### src/rtl/adam_host_byte_bridge_if.sv
// Signal bundle between the host byte link, the bridge and ADAM's hsdom
// stream ports. The bridge connects through the slave modport; the
// environment that drives the host and ADAM sides uses the master modport.
interface adam_host_byte_bridge_if #(
  parameter int DIN_WIDTH  = 32,
  parameter int DOUT_WIDTH = 32
);
  localparam int FILL_W = $clog2(DIN_WIDTH / 8) + 1;

  // RX host byte stream and packed word toward ADAM
  logic [7:0]            rx_byte_i;
  logic                  rx_valid_i;
  logic                  rx_ready_o;
  logic                  rx_flush_i;
  logic [DIN_WIDTH-1:0]  hsdom_din_o;
  logic                  hsdom_din_valid_o;
  logic                  hsdom_din_ready_i;
  logic [FILL_W-1:0]     rx_fill_o;

  // TX word from ADAM and host byte stream
  logic [DOUT_WIDTH-1:0] hsdom_dout_i;
  logic                  hsdom_dout_valid_i;
  logic                  hsdom_dout_ready_o;
  logic [7:0]            tx_byte_o;
  logic                  tx_valid_o;
  logic                  tx_ready_i;

  modport slave (
    input  rx_byte_i, rx_valid_i, rx_flush_i, hsdom_din_ready_i,
    input  hsdom_dout_i, hsdom_dout_valid_i, tx_ready_i,
    output rx_ready_o, hsdom_din_o, hsdom_din_valid_o, rx_fill_o,
    output hsdom_dout_ready_o, tx_byte_o, tx_valid_o
  );

  modport master (
    output rx_byte_i, rx_valid_i, rx_flush_i, hsdom_din_ready_i,
    output hsdom_dout_i, hsdom_dout_valid_i, tx_ready_i,
    input  rx_ready_o, hsdom_din_o, hsdom_din_valid_o, rx_fill_o,
    input  hsdom_dout_ready_o, tx_byte_o, tx_valid_o
  );
endinterface

### src/rtl/adam_host_byte_bridge.sv
// Byte-serial host link adapter for ADAM's hsdom streams.
// RX packs host bytes little-endian into DIN_WIDTH words (with a flush that
// zero-pads a partial word); TX unpacks DOUT_WIDTH words into host bytes.
// The two paths share nothing but the clock and reset.
module adam_host_byte_bridge #(
  parameter int DIN_WIDTH  = 32,
  parameter int DOUT_WIDTH = 32
) (
  input  logic                    clk_i,
  input  logic                    rst_i,
  adam_host_byte_bridge_if.slave  bus
);
  localparam int NI     = DIN_WIDTH / 8;
  localparam int NO     = DOUT_WIDTH / 8;
  localparam int FILL_W = $clog2(NI) + 1;
  localparam int IDX_W  = (NO > 1) ? $clog2(NO) : 1;

  typedef enum logic {RX_COLLECT = 1'b0, RX_HOLD = 1'b1} rx_state_e;
  typedef enum logic {TX_IDLE = 1'b0, TX_SEND = 1'b1} tx_state_e;

  // ---------------------------------------------------------------- RX path
  rx_state_e             rx_state_q, rx_state_d;
  logic [DIN_WIDTH-1:0]  asm_q, asm_d;
  logic [DIN_WIDTH-1:0]  asm_wr;
  logic [DIN_WIDTH-1:0]  din_q, din_d;
  logic                  din_valid_q, din_valid_d;
  logic [FILL_W-1:0]     fill_q, fill_d;
  logic                  rx_ready;
  logic                  rx_xfer;
  logic                  din_xfer;
  logic                  rx_last;

  // Assembly register with the incoming byte merged at the current fill slot
  always_comb begin
    asm_wr = asm_q;
    for (int k = 0; k < NI; k++) begin
      asm_wr[8*k +: 8] = (fill_q == FILL_W'(k)) ? bus.rx_byte_i : asm_q[8*k +: 8];
    end
  end

  // RX next state: byte collection, word emission on fill or flush, hold until ADAM takes it
  always_comb begin
    rx_state_d  = rx_state_q;
    asm_d       = asm_q;
    din_d       = din_q;
    din_valid_d = din_valid_q;
    fill_d      = fill_q;
    rx_ready    = (rx_state_q == RX_COLLECT) ? 1'b1 : bus.hsdom_din_ready_i;
    rx_xfer     = bus.rx_valid_i & rx_ready;
    din_xfer    = din_valid_q & bus.hsdom_din_ready_i;
    rx_last     = (fill_q == FILL_W'(NI - 1));
    case (rx_state_q)
      RX_COLLECT: begin
        if (rx_xfer) begin
          if (rx_last || bus.rx_flush_i) begin
            // asm register is kept zero beyond the fill point, so padding is implicit
            din_d       = asm_wr;
            din_valid_d = 1'b1;
            fill_d      = '0;
            asm_d       = '0;
            rx_state_d  = RX_HOLD;
          end else begin
            asm_d  = asm_wr;
            fill_d = fill_q + FILL_W'(1);
          end
        end else if (bus.rx_flush_i && (fill_q != '0)) begin
          din_d       = asm_q;
          din_valid_d = 1'b1;
          fill_d      = '0;
          asm_d       = '0;
          rx_state_d  = RX_HOLD;
        end else begin
          rx_state_d = RX_COLLECT;
        end
      end
      RX_HOLD: begin
        if (din_xfer) begin
          if (rx_xfer) begin
            if (NI == 1) begin
              // single-byte words: the new byte is itself a complete word
              din_d       = asm_wr;
              din_valid_d = 1'b1;
            end else begin
              asm_d       = asm_wr;
              fill_d      = FILL_W'(1);
              din_valid_d = 1'b0;
              rx_state_d  = RX_COLLECT;
            end
          end else begin
            din_valid_d = 1'b0;
            rx_state_d  = RX_COLLECT;
          end
        end else begin
          rx_state_d = RX_HOLD;
        end
      end
      default: begin
        rx_state_d  = RX_COLLECT;
        asm_d       = '0;
        din_valid_d = 1'b0;
        fill_d      = '0;
      end
    endcase
  end

  // RX state and data registers
  always_ff @(posedge clk_i) begin
    if (rst_i) begin
      rx_state_q  <= RX_COLLECT;
      asm_q       <= '0;
      din_q       <= '0;
      din_valid_q <= 1'b0;
      fill_q      <= '0;
    end else begin
      rx_state_q  <= rx_state_d;
      asm_q       <= asm_d;
      din_q       <= din_d;
      din_valid_q <= din_valid_d;
      fill_q      <= fill_d;
    end
  end

  assign bus.rx_ready_o        = rx_ready;
  assign bus.hsdom_din_o       = din_q;
  assign bus.hsdom_din_valid_o = din_valid_q;
  assign bus.rx_fill_o         = fill_q;

  // ---------------------------------------------------------------- TX path
  tx_state_e             tx_state_q, tx_state_d;
  logic [DOUT_WIDTH-1:0] word_q, word_d;
  logic [IDX_W-1:0]      idx_q, idx_d;
  logic                  tx_valid_q, tx_valid_d;
  logic                  tx_last;
  logic                  dout_ready;
  logic                  dout_xfer;
  logic                  tx_xfer;
  logic [7:0]            tx_byte;

  // Byte lane selected by the current index
  always_comb begin
    tx_byte = 8'h00;
    for (int k = 0; k < NO; k++) begin
      tx_byte = (idx_q == IDX_W'(k)) ? word_q[8*k +: 8] : tx_byte;
    end
  end

  // TX next state: accept a word when idle or on the final byte, step through its bytes
  always_comb begin
    tx_state_d = tx_state_q;
    word_d     = word_q;
    idx_d      = idx_q;
    tx_valid_d = tx_valid_q;
    tx_last    = (idx_q == IDX_W'(NO - 1));
    dout_ready = (tx_state_q == TX_IDLE) ? 1'b1 : (tx_last & bus.tx_ready_i);
    dout_xfer  = bus.hsdom_dout_valid_i & dout_ready;
    tx_xfer    = tx_valid_q & bus.tx_ready_i;
    case (tx_state_q)
      TX_IDLE: begin
        if (dout_xfer) begin
          word_d     = bus.hsdom_dout_i;
          idx_d      = '0;
          tx_valid_d = 1'b1;
          tx_state_d = TX_SEND;
        end else begin
          tx_state_d = TX_IDLE;
        end
      end
      TX_SEND: begin
        if (tx_xfer) begin
          if (tx_last) begin
            if (dout_xfer) begin
              // back-to-back word: no bubble on the host side
              word_d     = bus.hsdom_dout_i;
              idx_d      = '0;
              tx_valid_d = 1'b1;
            end else begin
              idx_d      = '0;
              tx_valid_d = 1'b0;
              tx_state_d = TX_IDLE;
            end
          end else begin
            idx_d = idx_q + IDX_W'(1);
          end
        end else begin
          tx_state_d = TX_SEND;
        end
      end
      default: begin
        tx_state_d = TX_IDLE;
        idx_d      = '0;
        tx_valid_d = 1'b0;
      end
    endcase
  end

  // TX state and data registers
  always_ff @(posedge clk_i) begin
    if (rst_i) begin
      tx_state_q <= TX_IDLE;
      word_q     <= '0;
      idx_q      <= '0;
      tx_valid_q <= 1'b0;
    end else begin
      tx_state_q <= tx_state_d;
      word_q     <= word_d;
      idx_q      <= idx_d;
      tx_valid_q <= tx_valid_d;
    end
  end

  assign bus.hsdom_dout_ready_o = dout_ready;
  assign bus.tx_byte_o          = tx_byte;
  assign bus.tx_valid_o         = tx_valid_q;
endmodule

### src/flat_wrapper.sv
// flat-port wrapper written by rule: the top's interface ports become plain ports
module adam_host_byte_bridge_flat 
#(
  parameter int DIN_WIDTH  = 32,
  parameter int DOUT_WIDTH = 32
)
  (clk_i, rst_i, bus_rx_byte_i, bus_rx_valid_i, bus_rx_flush_i, bus_hsdom_din_ready_i, bus_hsdom_dout_i, bus_hsdom_dout_valid_i, bus_tx_ready_i, bus_rx_ready_o, bus_hsdom_din_o, bus_hsdom_din_valid_o, bus_rx_fill_o, bus_hsdom_dout_ready_o, bus_tx_byte_o, bus_tx_valid_o);
  adam_host_byte_bridge_if #(.DIN_WIDTH(DIN_WIDTH), .DOUT_WIDTH(DOUT_WIDTH)) bus_i ();
  input  logic clk_i;
  input  logic rst_i;
  input wire logic [$bits(bus_i.rx_byte_i)-1:0] bus_rx_byte_i;
  input wire logic [$bits(bus_i.rx_valid_i)-1:0] bus_rx_valid_i;
  input wire logic [$bits(bus_i.rx_flush_i)-1:0] bus_rx_flush_i;
  input wire logic [$bits(bus_i.hsdom_din_ready_i)-1:0] bus_hsdom_din_ready_i;
  input wire logic [$bits(bus_i.hsdom_dout_i)-1:0] bus_hsdom_dout_i;
  input wire logic [$bits(bus_i.hsdom_dout_valid_i)-1:0] bus_hsdom_dout_valid_i;
  input wire logic [$bits(bus_i.tx_ready_i)-1:0] bus_tx_ready_i;
  output wire logic [$bits(bus_i.rx_ready_o)-1:0] bus_rx_ready_o;
  output wire logic [$bits(bus_i.hsdom_din_o)-1:0] bus_hsdom_din_o;
  output wire logic [$bits(bus_i.hsdom_din_valid_o)-1:0] bus_hsdom_din_valid_o;
  output wire logic [$bits(bus_i.rx_fill_o)-1:0] bus_rx_fill_o;
  output wire logic [$bits(bus_i.hsdom_dout_ready_o)-1:0] bus_hsdom_dout_ready_o;
  output wire logic [$bits(bus_i.tx_byte_o)-1:0] bus_tx_byte_o;
  output wire logic [$bits(bus_i.tx_valid_o)-1:0] bus_tx_valid_o;
  assign bus_i.rx_byte_i = bus_rx_byte_i;
  assign bus_i.rx_valid_i = bus_rx_valid_i;
  assign bus_i.rx_flush_i = bus_rx_flush_i;
  assign bus_i.hsdom_din_ready_i = bus_hsdom_din_ready_i;
  assign bus_i.hsdom_dout_i = bus_hsdom_dout_i;
  assign bus_i.hsdom_dout_valid_i = bus_hsdom_dout_valid_i;
  assign bus_i.tx_ready_i = bus_tx_ready_i;
  assign bus_rx_ready_o = bus_i.rx_ready_o;
  assign bus_hsdom_din_o = bus_i.hsdom_din_o;
  assign bus_hsdom_din_valid_o = bus_i.hsdom_din_valid_o;
  assign bus_rx_fill_o = bus_i.rx_fill_o;
  assign bus_hsdom_dout_ready_o = bus_i.hsdom_dout_ready_o;
  assign bus_tx_byte_o = bus_i.tx_byte_o;
  assign bus_tx_valid_o = bus_i.tx_valid_o;
  adam_host_byte_bridge #(.DIN_WIDTH(DIN_WIDTH), .DOUT_WIDTH(DOUT_WIDTH)) u_core (.clk_i(clk_i), .rst_i(rst_i), .bus(bus_i));
endmodule
### config.mk
export PLATFORM = sky130hd
export DESIGN_NAME = adam_host_byte_bridge_flat
export DESIGN_NICKNAME = d
export VERILOG_FILES = /design/src/rtl/adam_host_byte_bridge_if.sv /design/src/rtl/adam_host_byte_bridge.sv /design/src/flat_wrapper.sv
export SDC_FILE = /design/constraint.sdc
export NUM_CORES = 1
export LEC_CHECK = 0
export ABC_AREA = 0
export CAP_MARGIN = 20
export CELL_PAD_IN_SITES_DETAIL_PLACEMENT = 0
export CELL_PAD_IN_SITES_GLOBAL_PLACEMENT = 1
export CORE_MARGIN = 2
export CORE_UTILIZATION = 40
export CTS_BUF_LIST = sky130_fd_sc_hd__clkbuf_4
export DETAILED_ROUTE_END_ITERATION = 6
export PLACE_DENSITY = 0.87
export REMOVE_ABC_BUFFERS = 1
export SYNTH_ARGS = -nofsm -noshare
export SYNTH_HDL_FRONTEND = slang
export SYNTH_SLANG_ARGS = --single-unit
### constraint.sdc
create_clock -name clk_i -period 1.93 [get_ports clk_i]
set_input_delay 0.2895 -clock clk_i [delete_from_list [all_inputs] [get_ports clk_i]]
set_output_delay 0.2895 -clock clk_i [all_outputs]
set_load 0.005 [all_outputs]
Word-level counts from Yosys, hierarchy flattened
Index checks and enable logic that the tools add are counted.
- bits in registers: 105
- output and inout port bits: 47
- input port bits: 47
- mux-type cells: 51
- eq/ne operators: 14
- add/sub/neg operators: 2
- bitwise operators: 7
- reductions and logical operators: 12
- operators with widths (kind ; number):
    $mux 32 ; 11
    $pmux 32 s2 ; 2
    $mux 8 ; 8
    $mux 1 ; 16
    $mux 3 ; 5
    $reduce_and 3->1 ; 4
    $ne 2x2->1 const B ; 5
    $pmux 1 s2 ; 4
    $eq 3x2->1 const B ; 2
    $mux 2 ; 3
    $pmux 3 s2 ; 1
    $and 1x1->1 ; 5
    $eq 2x2->1 const B ; 2
    $pmux 2 s2 ; 1
    $reduce_and 2->1 ; 2
    $add 3x1->3 const B ; 1
    $eq 3x1->1 const B ; 1
    $logic_not 3->1 ; 1
    $ne 3x2->1 const B ; 1
    $ne 3x3->1 const B ; 1
    $reduce_bool 3->1 ; 1
    $add 2x1->2 const B ; 1
    $eq 2x1->1 const B ; 1
    $logic_not 2->1 ; 1
    5 further kinds ; 6

Logic depth before layout (Yosys ltp)
Gate-level depths: netlist (run 1).
- word-level depth: 8
- depth in mapped cells: 8
- gate-level depth less buffers: 6

Least setup slack after synthesis (run 1)
Ideal clock, no wire load.
- kind: register to register
- from: register u_core.fill_q[0] (netlist: u_core.bus.rx_fill_o[0])
- to: register u_core.din_q[31] (netlist: u_core.bus.hsdom_din_o[31])
- period minus slack after synthesis: 1748 ps
- path buffers: 2
- stages on the path, launching flop included: 9
- setup slack: 182 ps
- data arrival time: 1663 ps
- required time: 1844 ps
- cell sequence: dfxtp_1 > ha_1 > ha_1 > o21ai_1 > o21ai_2 > and2_1 > buf_2 > buf_6 > a211oi_1
- cells in the longest elaborated chain, start to end: 4
- RTL lines (item ; RTL line ; source):
    from (decl) ; adam_host_byte_bridge.sv:27 ; logic [FILL_W-1:0] fill_q, fill_d;
    from (signal assigned) ; adam_host_byte_bridge.sv:119 ; fill_q <= fill_d;
    $eq 3x2->1 or $reduce_bool 3->1 (tied branches) ; adam_host_byte_bridge.sv:37, adam_host_byte_bridge.sv:51, adam_host_byte_bridge.sv:66 ;
    $logic_or 1x1->1, or another cell as far along ; adam_host_byte_bridge.sv:55 ; if (rx_last || bus.rx_flush_i) begin
    $ne 2x2->1 (no line), or another cell as far along ; -- ;
    $reduce_and 3->1 (no line) or $mux 32 (tied branches) ; -- ;
    to (signal assigned) ; adam_host_byte_bridge.sv:117 ; din_q <= din_d;
    to (decl) ; adam_host_byte_bridge.sv:25 ; logic [DIN_WIDTH-1:0] din_q, din_d;
Parallel ways exist; a longest one is shown, timed or not. The select of a mux whose other input is x is not followed.
A chain may end at the register's enable or synchronous reset.

Final worst setup path (run 1)
- from: register u_core.idx_q[0]
- to: output port bus_tx_byte_o[1]
- cells in the longest elaborated chain, start to end: 5
- RTL lines (item ; RTL line ; source):
    from (decl) ; adam_host_byte_bridge.sv:131 ; logic [IDX_W-1:0] idx_q, idx_d;
    from (signal assigned) ; adam_host_byte_bridge.sv:206 ; idx_q <= idx_d;
    $logic_not 2->1 ; adam_host_byte_bridge.sv:143 ; tx_byte = (idx_q == IDX_W'(k)) ? word_q[8*k +: 8] : tx_byte;
    $mux 8 (3 in a row) ; adam_host_byte_bridge.sv:143 ;
    $mux 8 * ; adam_host_byte_bridge.sv:143 ;
    to (decl) ; flat_wrapper.sv:23 ; output wire logic [$bits(bus_i.tx_byte_o)-1:0] bus_tx_byte_o;
Every way passes the cells marked *; elsewhere a longest branch is shown, timed or not.

==> results of run 1 <==
layout make-up:
type | instances | area share [%]
sequential | 105 | 33.50
timing repair buffer | 133 | 20.68
inverter | 28 | 1.750
multi-input combinational | 355 | 38.81
clock buffer | 9 | 1.074
clock inverter | 7 | 1.352
tap | 143 | 2.843
worst paths after layout:
path / startpoint / end / slack, ns / cells after the start
max: u_core.idx_q[0] / bus_tx_byte_o[1] / -0.18 / 8
min reg2reg: u_core.word_q[9] / u_core.word_q[9] / 0.47 / 2
max reg2reg: u_core.bus.rx_fill_o[0] / u_core.bus.hsdom_din_o[6] / 0.10 / 7
min: rst_i / u_core.rx_state_q / 0.30 / 2
timing repair:
action                                  in CTS  in global routing
setup buffers                                8                  5
endpoints found under the setup margin      12                 39
hold buffers                                 0                  0
pin swaps                                   16                  8
resized for setup                           71                 18
state kept, by name, indices dropped and copies added, names as in the netlist:
signal and flops:
u_core.bus.hsdom_din_o 32, u_core.idx_q 2, u_core.asm_q 32, u_core.tx_state_q 1, u_core.word_q 32, u_core.bus.tx_valid_o 1
u_core.bus.rx_fill_o 3, u_core.rx_state_q 1, u_core.bus.hsdom_din_valid_o 1
kinds of logic after synthesis:
family          synth area share (%)
compound gates                 26.06
fa+ha+maj                      2.637
buf+inv                        6.566
flops                          44.30
mux                            6.751
simple gates                   13.69
metrics by stage:
| step | setup TNS, ns | total power, mW | utilization, % | instance area [sq um] |
|---|---|---|---|---|
| floorplan | -43.52 | 2.930 | - | 4538 |
| global placement | -1.139 | 3.467 | 51.47 | 5927 |
| detailed placement | -2.165 | 3.494 | 51.47 | 5927 |
| CTS | -1.317 | 4.728 | 53.78 | 6193 |
| global route | -2.320 | 4.949 | 54.65 | 6294 |
| finish | -1.217 | 4.688 | 54.65 | 6294 |
power breakdown:
part           switching, mW  internal (mW)  total [mW]
Sequential            0.0939           2.31        2.41
Combinational          0.522          0.548        1.07
Clock                  0.787          0.423        1.21
routing by layer:
metal	share of wire, %	wire [um]	up-vias	GRT usage, %
met2	49	6061	121	33.45
met3	5.0	625	18	2.892
met1	45	5628	2017	25.77
li1	-	-	2093	-
met4	1.4	178	0	5.122
met5	0	0	-	0
cells in the mapped netlist, types with 12 or more instances:
cell type	n
o32ai_1	20
dfxtp_1	105
mux2i_1	32
clkbuf_1	20
a211oi_2	15
a211oi_1	18
nand2_1	87
a21oi_1	86
inv_1	27
a22o_1	12
worst reg2reg max path: cells and delay by family, from the launching register on:
family,cells,cell delay (ns)
AOI/OAI and AO/OA,2,0.33
adders and majority gates,1,0.23
buffers and inverters,2,0.31
DFF,1,0.43
and+or+nand+nor,2,0.43
cell usage in the layout, fill, tap and decap left out, drive strengths merged, types with 2 or more instances in the layout:
master / n
o32ai: 20
clkdlybuf4s50: 83
o21ai: 12
buf: 50
mux2i: 32
inv: 32
ha: 10
dfxtp: 105
o21a: 3
a22o: 12
nor2: 6
a211oi: 33
clkbuf: 9
nand3: 5
nand3b: 8
clkinvlp: 2
and3: 4
a21oi: 88
nor3: 5
nor2b: 4
a21bo: 2
nand2: 87
nand2b: 11
nor4: 2
==> impl_metrics.csv, run 1 <==
group,metric,value,unit
status,outcome,"complete, but fails checks",
status,violations,"DRC, setup timing",
global_route,antenna_found_initial,0,
final_layout,final_cells,780,
cts,ctsLongestPathBuffers,2,
final_layout,multi_input_area,2442,sq um
floorplanning,initial_core_util,41.20,%
setup_path,slowest_stage,"dfxtp_4",
setup_path,crit_family,"flip-flops",
synthesis,synth-main-ff-cell,"dfxtp_1",
cts,insertion_delay,0.45,ns
setup_path,critPathCaptureType,"output port",
synthesis,synth_area_leader_cell,"dfxtp_1",
place,io_buffers,93,
timing,setup_slack,-0.1816,ns
detailed_routing,drc_errors,9,
synthesis,yosys.area.top_type_share,44.30,%
floorplanning,die_h,112.9,um
synthesis,yosysUniqueCellTypes,48,
final_layout,drive_gt1_share,18.68,%
place,pre_cts_ws,-0.2190,ns
timing,setup_viol,8,
detailed_routing,via_per_inst,5.447,
setup_path,path_class,"reg -> out",
timing,post-route-min-period,2.112,ns
place,dp.cells,751,
synthesis,synth_edf_count,0,
timing,max_freq,473.6,MHz
place,gp_congestion,0.8454,
power,vdd_drop_max,0.3551,mV
timing,hold_viol,0,
setup_path,cp_common_cell,"buf_6",
worst_hold_path,min_path_type,"in -> reg",
timing,tightest_slew,0.4505,ns
power,powerDensity,744.9,nW/um^2
setup_path,crit_arrival,1.82,ns
detailed_routing,wl_per_cell,16.02,um
setup_path,crit_chain,"buf_6, ha_4, buf_6, nand3b_1, a21oi_2, a21oi_1, o21ai_1, buf_2",
timing,relSlewSlack,69.97,%
detailed_routing,drtPass1Iterations,7,
synthesis,ys_warn_count,0,
timing,report.final.slew_viol_count,0,
final_layout,syn2layout_area_growth,32.65,%
global_route,grt_use_total,19.47,%
synthesis,synthesis.area,4745,sq um
final_layout,fillers,1060,
detailed_routing,postRouteAntennaNets,0,
floorplanning,placeableCoreArea,11520,sq um
detailed_routing,drtIter0Drc,336,
cts,cts_root_buf,"clkbuf_4",
floorplanning,die-area,12750,sq um
cts,cts_buffers,9,
synthesis,synth_cells,529,
setup_path,crit_buf_inv,3,
global_route,grt_max_degree,40,
timing,rsz0062_at_grt,"yes",
setup_path,startpoint_type,"flop",
synthesis,avgSynthCellArea,8.969,sq um
detailed_routing,vias,4249,
floorplanning,ios,94,
floorplanning,dieWidth,112.9,um
global_route,grt-ovfl-total,0,
run,cap_violations,0,
synthesis,synth-async-reset-ratio,0,%
cts,h-tree-depth,3,
global_route,grt_pass1_vias,4194,
detailed_routing,routed_wl,12.49,mm
final_layout,seqCellArea,2108,sq um
floorplanning,fp-row-count,39,
final_layout,diodes,0,
cts,cts_tree,"yes",
cts,clock-sinks,105,
final_layout,fin_nets,689,
timing,period_share,109.4,%
synthesis,ys_seq_area_share,44.30,%
synthesis,yosys-top-cells-area,"dfxtp_1, a21oi_1, nand2_1",
place,dp_hpwl,8.795,mm
setup_path,cpPeakStageDelay,0.39,ns
power,p_leak,2.211,nW
timing,fin_skew,0.02105,ns
cts,clkSlewWorstSetupHoldPaths,0.17,ns
synthesis,ys_seq_elements,105,
setup_path,crit_fanout,6,
global_route,grt_pass1_wl,20.51,mm
timing,whs,0.3012,ns
setup_path,required,1.64,ns
No activity file was read; power rests on OpenSTA's default activity.
==> run 2, diff against run 1 <==
- TNS_END_PERCENT: unset -> 30
==> run 2 against run 1 <==
Count of clock-buffer cells in the layout did not move. Critical path depth did not move. Final area shrank 1.3%. The flow still finishes with violations (DRC, setup timing). Clock power barely moved. Highest routed layer unchanged. Die area unchanged. Sequential cell count is the same. Setup slack got worse by 0.0081 ns. Combinational power is essentially flat. Via count is 1.6% lower.
==> impl_metrics.csv, run 2 (synthesis gave the netlist of run 1 again) <==
group,metric,value,unit
power,powerDensity,752.9,nW/um^2
timing,setup_viol,8,
setup_path,required,1.64,ns
floorplanning,die-area,12750,sq um
global_route,grt_pass1_vias,4176,
place,io_buffers,93,
timing,tightest_slew,0.4430,ns
cts,clkSlewWorstSetupHoldPaths,0.17,ns
cts,cts_tree,"yes",
detailed_routing,postRouteAntennaNets,0,
final_layout,syn2layout_area_growth,30.88,%
floorplanning,die_h,112.9,um
floorplanning,ios,94,
floorplanning,fp-row-count,39,
global_route,grt_max_degree,40,
timing,setup_slack,-0.1897,ns
cts,cts_root_buf,"clkbuf_4",
place,gp_congestion,0.8454,
place,place_area,5927,sq um
cts,insertion_delay,0.45,ns
status,outcome,"complete, but fails checks",
run,cap_violations,0,
final_layout,final_common_cell,"dfxtp_1",
timing,hold_viol,0,
final_layout,layout_common_cells,"dfxtp_1, nand2_1, clkdlybuf4s50_1",
cts,cts_buffers,9,
global_route,grt_use_total,19.32,%
place,pre_cts_ws,-0.2190,ns
floorplanning,placeableCoreArea,11520,sq um
setup_path,path_class,"reg -> out",
timing,tns,-1.272,ns
cts,ctsHoldBuffers,0,
power,p_leak,2.174,nW
setup_path,startpoint_type,"flop",
detailed_routing,drc_errors,9,
setup_path,crit_arrival,1.83,ns
floorplanning,dieWidth,112.9,um
timing,period_share,109.8,%
final_layout,final_cells,777,
setup_path,critPathCaptureType,"output port",
worst_hold_path,min_path_type,"in -> reg",
detailed_routing,vias,4180,
global_route,grt_pass1_wl,20.38,mm
final_layout,fin_nets,686,
timing,whs,0.2942,ns
timing,relSlewSlack,70.47,%
cts,ctsLongestPathBuffers,2,
cts,h-tree-depth,3,
timing,rsz0062_at_grt,"yes",
setup_path,crit_fanout,6,
timing,report.final.slew_viol_count,0,
final_layout,final_area,6210,sq um
global_route,antenna_found_initial,0,
cts,clock-sinks,105,
final_layout,drive_gt1_share,17.35,%
timing,fin_skew,0.02101,ns
detailed_routing,via_per_inst,5.380,
place,dp.cells,751,
timing,post-route-min-period,2.120,ns
final_layout,diodes,0,
detailed_routing,routed_wl,12.25,mm
final_layout,fillers,1075,
detailed_routing,drtPass1Iterations,6,
global_route,grt-ovfl-total,0,
power,vdd_drop_max,0.3551,mV
place,dp_hpwl,8.795,mm
floorplanning,initial_core_util,41.20,%
detailed_routing,drtIter0Drc,269,
detailed_routing,wl_per_cell,15.76,um
timing,max_freq,471.8,MHz
status,violations,"DRC, setup timing",
## run 2: stage by stage
step | power (mW) | util, %
2_1_floorplan | 2.930 | -
3_3_place_gp | 3.467 | 51.47
3_5_place_dp | 3.494 | 51.47
4_1_cts | 4.721 | 53.40
5_1_grt | 4.936 | 53.92
6_report | 4.675 | 53.92
## run 2: final timing paths
path         cells after the start                         to  slack, ns                     from
max                              8           bus_tx_byte_o[2]      -0.19          u_core.idx_q[0]
max reg2reg                      7  u_core.bus.hsdom_din_o[6]       0.10  u_core.bus.rx_fill_o[0]
min                              2          u_core.rx_state_q       0.29                    rst_i
min reg2reg                      2           u_core.word_q[9]       0.47         u_core.word_q[9]
## run 2: layout make-up
class	instances	area, sq um	area share [%]
Multi-Input combinational cell	355	2407	38.77
Sequential cell	105	2108	33.95
Timing Repair Buffer	130	1255	20.21
Tap cell	143	178.9	2.881
Inverter	28	107.6	1.733
Clock inverter	7	85.08	1.370
Clock buffer	9	67.56	1.088
## run 2: report_power, final
| group | internal [mW] | total (mW) | switching [mW] |
|---|---|---|---|
| logic | 0.543 | 1.06 | 0.517 |
| clock network | 0.423 | 1.21 | 0.786 |
| registers | 2.31 | 2.41 | 0.0933 |
| total | 3.28 | 4.68 | 1.40 |
## run 2: timing repair
item | CTS | global route
setup buffers | 6 | 4
cloned | 0 | 0
pin swaps | 13 | 8
resized for setup | 62 | 12
endpoints found under the setup margin | 12 | 39
## run 2: critical path: stages, from the launching register on
cell	delay (ns)
dfxtp_4	0.38
buf_6	0.11
ha_4	0.17
buf_6	0.12
nand3b_1	0.14
a21oi_1	0.14
a21oi_1	0.05
o21ai_1	0.14
buf_2	0.14
## run 2: layer usage
layer	track usage, %	routed length (um)
met4	5.122	99
met5	0	0
met2	33.09	5989
met1	25.60	5524
met3	2.946	633
==> run 3, diff against run 2 <==
- SETUP_SLACK_MARGIN: unset -> 0.2
==> run 3 against run 2 <==
The flow still finishes with violations (DRC, setup timing). Fmax shrank 2.4%. Largest power group unchanged. Total power grew 4.2%. Critical endpoint unchanged. Sequential cell count is the same. Combinational power grew 17%. Utilization grew 5.9 points. First-iteration DRC count grew 23%. Clock power is essentially flat.
==> impl_metrics.csv, run 3 (synthesis gave the netlist of run 1 again) <==
group,metric,value,unit
timing,rsz0062_at_grt,"yes",
detailed_routing,drc_errors,9,
power,vdd_drop_max,0.3570,mV
setup_path,cp_common_cell,"buf_6",
power,p_leak,2.375,nW
final_layout,postLayoutCoreUtil,59.80,%
cts,h-tree-depth,3,
setup_path,crit_family,"buffers and inverters",
power,power.total,4.872,mW
status,outcome,"complete, but fails checks",
final_layout,layout_common_cells,"dfxtp_1, clkdlybuf4s50_1, nand2_1",
timing,hold_viol,0,
floorplanning,die_h,112.9,um
place,place_area,5927,sq um
global_route,grt_pass1_vias,4273,
cts,ctsHoldBuffers,0,
power,powerDensity,707.5,nW/um^2
detailed_routing,drtIter0Drc,332,
final_layout,final_area,6887,sq um
final_layout,syn2layout_area_growth,45.15,%
place,pre_cts_ws,-0.2190,ns
global_route,grt-ovfl-total,0,
cts,clkSlewWorstSetupHoldPaths,0.18,ns
timing,report.final.slew_viol_count,0,
cts,insertion_delay,0.45,ns
place,dp.cells,751,
cts,clock-sinks,105,
place,gp_congestion,0.8454,
floorplanning,placeableCoreArea,11520,sq um
final_layout,diodes,0,
floorplanning,die-area,12750,sq um
global_route,grt_pass1_wl,21.03,mm
run,cap_violations,0,
global_route,antenna_found_initial,0,
place,io_buffers,93,
timing,tightest_slew,0.4701,ns
setup_path,crit_chain,"buf_6, ha_4, buf_6, buf_6, nand2_2, a21oi_1, a21oi_1, o21ai_1, buf_2",
final_layout,final_cells,790,
timing,max_freq,460.6,MHz
timing,tns,-1.605,ns
global_route,grt_use_total,20.06,%
setup_path,startpoint_type,"flop",
cts,cts_buffers,9,
final_layout,final_common_cell,"dfxtp_1",
floorplanning,fp-row-count,39,
detailed_routing,vias,4400,
setup_path,cpPeakStageDelay,0.40,ns
setup_path,path_class,"reg -> out",
detailed_routing,routed_wl,13.94,mm
detailed_routing,drtPass1Iterations,7,
timing,whs,0.3026,ns
timing,setup_slack,-0.2409,ns
timing,period_share,112.5,%
detailed_routing,via_per_inst,5.570,
cts,cts_tree,"yes",
final_layout,fillers,982,
final_layout,drive_gt1_share,32.46,%
setup_path,crit_fanout,7,
floorplanning,dieWidth,112.9,um
global_route,grt_max_degree,40,
setup_path,required,1.64,ns
floorplanning,ios,94,
timing,setup_viol,9,
timing,post-route-min-period,2.171,ns
setup_path,slowest_stage,"dfxtp_4",
detailed_routing,postRouteAntennaNets,0,
worst_hold_path,min_path_type,"in -> reg",
timing,relSlewSlack,68.66,%
timing,fin_skew,0.02125,ns
detailed_routing,wl_per_cell,17.65,um
status,violations,"DRC, setup timing",
floorplanning,initial_core_util,41.20,%
place,dp_hpwl,8.795,mm
final_layout,fin_nets,699,
setup_path,crit_arrival,1.88,ns
setup_path,crit_buf_inv,4,
cts,cts_root_buf,"clkbuf_4",
setup_path,critPathCaptureType,"output port",
cts,ctsLongestPathBuffers,2,
-- run 3: cell types whose count changed in the layout (fill, tap and decap cells not counted), moves of 4 or more --
cell             previous run  this run
a21oi_1                    82        54
a21oi_2                     5        31
nand2_1                    85        66
nand2_2                     2        19
buf_6                       5        14
a211oi_1                   18        10
a211oi_2                   15        23
o32ai_1                    20        12
o32ai_2                     0         8
dfxtp_1                   102        95
dfxtp_2                     2         7
clkdlybuf4s50_1            83        79
ha_1                        6         2
-- run 3: timing repair --
action                     4_1_cts  5_1_grt
gates resized for setup        104       98
pin swaps                       20       17
setup endpoints to repair       73      107
buffers inserted                14        4
gates cloned                     2        3
-- run 3: final cells by class --
type	instances	area [sq um]	share of cell area, %
well taps	143	178.9	2.598
repair buffers	143	1485	21.57
inverters	28	112.6	1.635
clock buffers	9	67.56	0.9811
clock inverters	7	85.08	1.235
flip-flops and latches	105	2122	30.81
multi-input cells	355	2835	41.17
-- run 3: path summary, 6_finish.rpt --
check,from,end,slack [ns],cells past startpoint
worst max-delay path,u_core.idx_q[0],bus_tx_byte_o[2],-0.24,9
worst min-delay path,rst_i,u_core.bus.hsdom_din_valid_o,0.30,2
worst max register to register,u_core.idx_q[0],u_core.word_q[26],0.14,10
worst min register to register,u_core.word_q[27],u_core.word_q[27],0.48,2
-- run 3: metal layers --
layer | share of wire, % | up-vias | GRT usage [%] | wire (um)
li1 | - | 2112 | - | -
met1 | 43 | 2153 | 26.21 | 6061
met2 | 51 | 115 | 34.90 | 7069
met3 | 4.2 | 20 | 2.892 | 586
met4 | 1.6 | 0 | 5.366 | 227
met5 | 0 | - | 0 | 0
-- run 3: report_power, final --
| group | leakage (nW) | internal, mW | switching, mW | total (mW) |
|---|---|---|---|---|
| Sequential | 0.863 | 2.32 | 0.0942 | 2.41 |
| Combinational | 1.43 | 0.632 | 0.612 | 1.24 |
| Clock | 0.0770 | 0.423 | 0.796 | 1.22 |
| Total | 2.38 | 3.37 | 1.50 | 4.87 |
